File: config.mk
export PLATFORM = sky130hd
export DESIGN_NAME = alu_sequencer
export DESIGN_NICKNAME = d
export VERILOG_FILES = /design/src/rtl/alu_seq_pkg.sv /design/src/rtl/alu_instr_decode.sv /design/src/rtl/alu_sequencer.sv
export SDC_FILE = /design/constraint.sdc
export NUM_CORES = 1
export LEC_CHECK = 0
export BUFFER_PORTS_ARGS = -buffer_cell sky130_fd_sc_hd__buf_2
export CORE_ASPECT_RATIO = 1.2
export CORE_MARGIN = 2
export CORE_UTILIZATION = 46
export DETAILED_ROUTE_END_ITERATION = 8
export PLACE_DENSITY = 0.7
export SYNTH_ARGS = -nofsm -noshare
export SYNTH_HDL_FRONTEND = slang
export SYNTH_SLANG_ARGS = --single-unit
File: constraint.sdc
create_clock -name Clock -period 1.3 [get_ports Clock]
set_input_delay 0.26 -clock Clock [delete_from_list [all_inputs] [get_ports Clock]]
set_output_delay 0.26 -clock Clock [all_outputs]
set_load 0.005 [all_outputs]
File: src/rtl/alu_seq_pkg.sv
// Shared constants for the ALU sequencer: ALU operation codes, opcode enum and FSM state encodings.
package alu_seq_pkg;

  localparam int REG_SEL_W = 2;
  localparam int CNT_W     = 16;

  localparam logic [2:0] ALU_CLR  = 3'b000;
  localparam logic [2:0] ALU_PASS = 3'b001;
  localparam logic [2:0] ALU_ADD  = 3'b100;
  localparam logic [2:0] ALU_SUB  = 3'b101;
  localparam logic [2:0] ALU_MUL4 = 3'b110;
  localparam logic [2:0] ALU_DIV2 = 3'b111;

  typedef enum logic [3:0] {
    OP_NOP  = 4'd0,
    OP_ADD  = 4'd1,
    OP_SUB  = 4'd2,
    OP_MUL4 = 4'd3,
    OP_DIV2 = 4'd4,
    OP_MOV  = 4'd5,
    OP_CLR  = 4'd6,
    OP_JZ   = 4'd7,
    OP_HALT = 4'd8
  } opcode_e;

  localparam logic [1:0] ST_IDLE   = 2'd0;
  localparam logic [1:0] ST_DECODE = 2'd1;
  localparam logic [1:0] ST_EXEC   = 2'd2;
  localparam logic [1:0] ST_HALT   = 2'd3;

endpackage

File: src/rtl/alu_instr_decode.sv
// Combinational opcode decoder: maps a 4-bit opcode to the ALU operation, write strobe and control flags.
module alu_instr_decode
  import alu_seq_pkg::*;
(
  input  logic [3:0] opcode_i,
  output logic [2:0] operation_o,
  output logic       write_en_o,
  output logic       is_jz_o,
  output logic       is_halt_o,
  output logic       updates_z_o,
  output logic       illegal_o
);

  always_comb begin
    operation_o = ALU_CLR;
    write_en_o  = 1'b0;
    is_jz_o     = 1'b0;
    is_halt_o   = 1'b0;
    updates_z_o = 1'b0;
    illegal_o   = 1'b0;
    case (opcode_i)
      OP_NOP:  ;
      OP_ADD:  begin operation_o = ALU_ADD;  write_en_o = 1'b1; end
      OP_SUB:  begin operation_o = ALU_SUB;  write_en_o = 1'b1; updates_z_o = 1'b1; end
      OP_MUL4: begin operation_o = ALU_MUL4; write_en_o = 1'b1; end
      OP_DIV2: begin operation_o = ALU_DIV2; write_en_o = 1'b1; end
      OP_MOV:  begin operation_o = ALU_PASS; write_en_o = 1'b1; updates_z_o = 1'b1; end
      OP_CLR:  begin operation_o = ALU_CLR;  write_en_o = 1'b1; end
      OP_JZ:   is_jz_o   = 1'b1;
      OP_HALT: is_halt_o = 1'b1;
      // Reserved opcodes execute as NOP but flag the event.
      default: illegal_o = 1'b1;
    endcase
  end

endmodule

File: src/rtl/alu_sequencer.sv
// Three-cycle ALU control sequencer (IDLE -> DECODE -> EXEC) with Z tracking and sticky HALT.
// Optional performance counters are built when ALU_SEQ_PERF_EN is defined.
//
// state  | meaning
// IDLE   | InstrReady high, waiting for a word
// DECODE | latched word is decoded, datapath controls registered
// EXEC   | ALU result written, Z sampled on SUB/MOV
// HALT   | terminal until ResetN low
module alu_sequencer
  import alu_seq_pkg::*;
#(
  parameter int REG_SEL_W = alu_seq_pkg::REG_SEL_W,
  parameter int CNT_W     = alu_seq_pkg::CNT_W
) (
  input  logic                 Clock,
  input  logic                 ResetN,
  input  logic                 InstrValid,
  output logic                 InstrReady,
  input  logic [7:0]           Instr,
  input  logic                 FlagZ,
  output logic [2:0]           Operation,
  output logic [REG_SEL_W-1:0] SelA,
  output logic [REG_SEL_W-1:0] SelB,
  output logic                 WriteEn,
  output logic                 JumpTaken,
  output logic                 IllegalOp,
  output logic                 Halted
`ifdef ALU_SEQ_PERF_EN
  ,
  output logic [CNT_W-1:0]     InstrCount,
  output logic [CNT_W-1:0]     StallCount
`endif
);

  logic [1:0]           state_q, state_d;
  logic [7:0]           instr_q, instr_d;
  logic                 zreg_q, zreg_d;
  logic [2:0]           op_q, op_d;
  logic [REG_SEL_W-1:0] sela_q, sela_d, selb_q, selb_d;
  logic                 we_q, we_d, jmp_q, jmp_d, ill_q, ill_d;
  logic                 halted_q, halted_d, ready_q, ready_d;

  logic [2:0] dec_op;
  logic       dec_we, dec_jz, dec_halt, dec_upd_z, dec_ill;

  alu_instr_decode u_decode (
    .opcode_i    (instr_q[7:4]),
    .operation_o (dec_op),
    .write_en_o  (dec_we),
    .is_jz_o     (dec_jz),
    .is_halt_o   (dec_halt),
    .updates_z_o (dec_upd_z),
    .illegal_o   (dec_ill)
  );

  always_comb begin
    state_d  = state_q;
    instr_d  = instr_q;
    zreg_d   = zreg_q;
    op_d     = op_q;
    sela_d   = sela_q;
    selb_d   = selb_q;
    we_d     = 1'b0;
    jmp_d    = 1'b0;
    ill_d    = 1'b0;
    halted_d = halted_q;
    ready_d  = ready_q;
    case (state_q)
      ST_IDLE: begin
        if (InstrValid && ready_q) begin
          instr_d = Instr;
          ready_d = 1'b0;
          state_d = ST_DECODE;
        end
      end
      ST_DECODE: begin
        op_d    = dec_op;
        sela_d  = instr_q[2*REG_SEL_W-1 -: REG_SEL_W];
        selb_d  = instr_q[REG_SEL_W-1:0];
        we_d    = dec_we;
        jmp_d   = dec_jz & zreg_q;
        ill_d   = dec_ill;
        state_d = ST_EXEC;
      end
      ST_EXEC: begin
        if (dec_upd_z) zreg_d = FlagZ;
        op_d   = '0;
        sela_d = '0;
        selb_d = '0;
        if (dec_halt) begin
          halted_d = 1'b1;
          state_d  = ST_HALT;
        end else begin
          ready_d = 1'b1;
          state_d = ST_IDLE;
        end
      end
      ST_HALT: ;
      default: begin
        ready_d = 1'b1;
        state_d = ST_IDLE;
      end
    endcase
  end

  always_ff @(posedge Clock) begin
    if (!ResetN) begin
      state_q  <= ST_IDLE;
      instr_q  <= '0;
      zreg_q   <= 1'b0;
      op_q     <= '0;
      sela_q   <= '0;
      selb_q   <= '0;
      we_q     <= 1'b0;
      jmp_q    <= 1'b0;
      ill_q    <= 1'b0;
      halted_q <= 1'b0;
      ready_q  <= 1'b1;
    end else begin
      state_q  <= state_d;
      instr_q  <= instr_d;
      zreg_q   <= zreg_d;
      op_q     <= op_d;
      sela_q   <= sela_d;
      selb_q   <= selb_d;
      we_q     <= we_d;
      jmp_q    <= jmp_d;
      ill_q    <= ill_d;
      halted_q <= halted_d;
      ready_q  <= ready_d;
    end
  end

  assign InstrReady = ready_q;
  assign Operation  = op_q;
  assign SelA       = sela_q;
  assign SelB       = selb_q;
  assign WriteEn    = we_q;
  assign JumpTaken  = jmp_q;
  assign IllegalOp  = ill_q;
  assign Halted     = halted_q;

`ifdef ALU_SEQ_PERF_EN
  logic [CNT_W-1:0] icnt_q, scnt_q;

  // Counters wrap naturally at 2^CNT_W.
  always_ff @(posedge Clock) begin
    if (!ResetN) begin
      icnt_q <= '0;
      scnt_q <= '0;
    end else begin
      if (state_q == ST_EXEC) icnt_q <= icnt_q + 1'b1;
      if (state_q == ST_IDLE && !InstrValid) scnt_q <= scnt_q + 1'b1;
    end
  end

  assign InstrCount = icnt_q;
  assign StallCount = scnt_q;
`endif

endmodule

==> results.md <==
* Mapped Avg Cell Area at 8.70 um2
* Mux cell area share after synthesis at 0.00951
* Seq/Total Area, Yosys at 0.438
* Worst R2R Path Depth at 6
* # diodes at 0
* Core area at 2120 um2
* Setup crit end kind: register
* IO buf count at 23
* RR Endpoint: state_q[1]$_SDFFE_PN0P_
* First-pass GRT wire length at about 3800 um
* R2R Path Start: state_q[1]$_SDFFE_PN0P_
* CTS max path bufs at 2
* Post-Synth Adder-Cell Area at 0.0357
* WP data arrival at 1.47 ns
* Die H at roughly 56 um
* Power density over the cells at 1230 nW/um2
* Vias in the first global route at around 870
* Min Tclk post-route at 1.27 ns
* Routability cong. at around 0.73
* Crit path launch: state_q[1]$_SDFFE_PN0P_
* Drt drc at 0
* Final Max Slew Viols at 0
* Rel. slew slack at 0.662
* FILL cells at 219
* Die X at 47.7 um
* Synth Area in Compound Gates at 0.147
* WP data required at 1.50 ns
* DP Area at 1220 um2
* Hold Crit Class: input pin to register
* Post-Route Setup TNS at 0 ns
* Antenna Violating Nets Remaining at 0
* Reg clk slew, reported paths at 0.13 ns
* Worst Skew at between 0.001 and 0.0015 ns
* Initial DRC count at 12
* Cells after Synth at 121
* CP Capture Point: state_q[1]$_SDFFE_PN0P_
* Crit Path Max Fanout at 4
* Fmax at 790 MHz
* Worst VDD drop at about 0.92 mV
* Layout cells sized above 1 at 0.373
* Crit path max-delay family: flip-flops
* Hold-fix buffers at CTS at 0
* FF+latch count, synth at 23
* R2r setup slk at 0.03 ns
* Routed WL at 2180 um
* Main combinational cell family by area after synthesis: simple AND/OR/NAND/NOR gates
* Kind of critical path: register to register
* CP max stage cell: dfxtp_2
* Wirelength per Cell at 12.1 um
* DRT Pass-1 Iters at 4
* Max incr delay on CP at 0.36 ns
* Pre-CTS setup slack at -0.136 ns
* WP buf/inv at 2
* Yosys warning count at 0
* Top Ports at 24
* H-tree levels at 1
* Post-Syn Nets at 136
* Clk root buf: clkbuf_4
* Cell Chain, Critical Path: inv_2 -> ha_4 -> and3_4 -> buf_4 -> o211ai_1 -> o32ai_1
* Max cap viols at 0
* Via/cell ratio at 5.08
* Antenna violations before repair at 0
* CTS Sinks at 23
* XOR/XNOR Fraction of Synth Area at 0
* Setup WS post-layout at about 0.034 ns
* Area growth syn-to-layout at 23.2%
* Transition time of the tightest slew-check pin at 0.507 ns
* Largest net degree at the start of global routing at 17
* Final hold vios at 0
* Worst-Skew Late Latency at 0.32 ns
* DP Wirelength at around 1600 um
* Crit path launch type: register
* Post-Syn Area at about 1100 um2
* Overall Global Routing Usage at 0.192
* Leakage at 0.567 nW
* WP depth at 6
* CTS tree: done
* Final period util at 0.974
* CTS buffer count at 3
* Number of core rows at 18
* Outcome: finished clean
* Die area at 2690 um2
* Initial Utilization at 0.497
* Vias at 914
* Fin area at about 1300 um2
* Netlist cell types at 32
* Unrepaired setup endpoints after global routing: yes
* Total grt overflow at 0
* Post-Synth Simple-Gate Area at 0.301
* Nets at 166
* Setup Viol. Count Final at 0
-- cell type report --
class / instances / area [um2] / share of cell area
Tap cell: 30 / 37.5 / 0.0290
Multi-Input combinational cell: 85 / 554 / 0.428
Clock buffer: 3 / 22.5 / 0.0174
Inverter: 4 / 15.0 / 0.0116
Sequential cell: 23 / 464 / 0.358
Clock inverter: 1 / 5.00 / 0.00386
Timing Repair Buffer: 34 / 198 / 0.153
-- placed cells by master, fill, tap and decap left out, drive strengths merged, types with 2 or more instances in the layout --
cell type / n
nand2b: 5
clkbuf: 3
nand3b: 2
nor3: 2
nand2: 24
nor2b: 6
o21ai: 4
and3: 3
dfxtp: 23
nor3b: 4
nor2: 4
and3b: 2
inv: 4
ha: 3
a21oi: 15
buf: 34
-- cell families after synthesis --
logic type / Yosys count
AO/OA/AOI/OAI: 26
AND/OR/NAND/NOR: 55
buffers and inverters: 13
adder cells (fa/ha/maj): 3
flip-flops: 23
multiplexers: 1
-- metrics by stage --
stage / hold slack [ns] / util / power, mW / cells
2_1_floorplan: 0.396 / - / 1.08 / 121
3_3_place_gp: 0.444 / 0.579 / 1.20 / 175
3_5_place_dp: 0.451 / 0.579 / 1.21 / 175
4_1_cts: 0.147 / 0.607 / 1.60 / 180
5_1_grt: 0.150 / 0.612 / 1.69 / 180
6_report: 0.154 / 0.612 / 1.60 / 180
-- worst reg2reg max path: stages (launching register included) --
cell and delay, ns:
dfxtp_2 0.36, inv_2 0.05, ha_4 0.17, and3_4 0.18, buf_4 0.14, o211ai_1 0.15, o32ai_1 0.10
-- timing repair --
item / in CTS / in global routing
buffers inserted: 1 / 0
gates resized for setup: 8 / 4
pin swaps: 2 / 3
endpoints found under the setup margin: 8 / 10
-- power breakdown --
group	switching, mW	leakage, nW	total (mW)	internal [mW]
logic	0.209	0.361	0.439	0.230
registers	0.0555	0.188	0.813	0.757
clock network	0.229	0.0177	0.344	0.116
total	0.493	0.567	1.60	1.10
-- Yosys cell counts --
master	instances	share of area
a21oi_1	15	0.071
nand3_4	1	0.017
nand4_1	1	0.0059
buf_6	2	0.021
inv_1	4	0.014
nor4_1	1	0.0059
nor3_1	1	0.0048
o32ai_1	1	0.0083
and3_2	2	0.014
ha_1	3	0.036
o21ai_0	3	0.014
o21ai_1	1	0.0048
o2111ai_1	1	0.0083
and3b_2	2	0.019
o221a_1	1	0.011
nor2b_1	6	0.036
buf_2	6	0.029
clkbuf_2	1	0.0048
nor3_4	1	0.015
o211ai_1	1	0.0071
nor3b_1	3	0.021
dfxtp_1	23	0.44
nand2b_1	5	0.030
nand3b_1	2	0.014
nor2_1	4	0.014
a32o_1	1	0.0095
and3_1	1	0.0059
mux2i_1	1	0.0095
nor3b_2	1	0.012
a31oi_1	1	0.0059
o21a_1	1	0.0071
nand2_1	24	0.086
-- metal layers --
layer	GRT usage	vias to the layer above	share of wire
met3	0.0289	5	0.034
met1	0.268	419	0.47
li1	-	471	-
met4	0.0927	0	0.025
met5	0	-	0
met2	0.282	19	0.48
-- registers in the layout (all words and copies together), names as in the netlist --
signal,cells
state_q,2
Operation,3
IllegalOp,1
instr_q,8
Halted,1
SelA,2
InstrReady,1
JumpTaken,1
SelB,2
zreg_q,1
WriteEn,1
-- worst min-delay path by stage --
stage / slack (ns) / start / endpoint / cells past startpoint
finish: 0.15 / Instr[3] / instr_q[3]$_SDFFE_PN0P_ / 3
global route: 0.15 / Instr[1] / instr_q[1]$_SDFFE_PN0P_ / 3
global placement: 0.44 / Halted$_SDFFE_PN0P_ / Halted$_SDFFE_PN0P_ / 1
CTS: 0.15 / Instr[4] / instr_q[4]$_SDFFE_PN0P_ / 3
detailed placement: 0.45 / instr_q[0]$_SDFFE_PN0P_ / instr_q[0]$_SDFFE_PN0P_ / 2
floorplan: 0.40 / Instr[0] / instr_q[0]$_SDFFE_PN0P_ / 2
No activity file was read; power rests on OpenSTA's default activity.
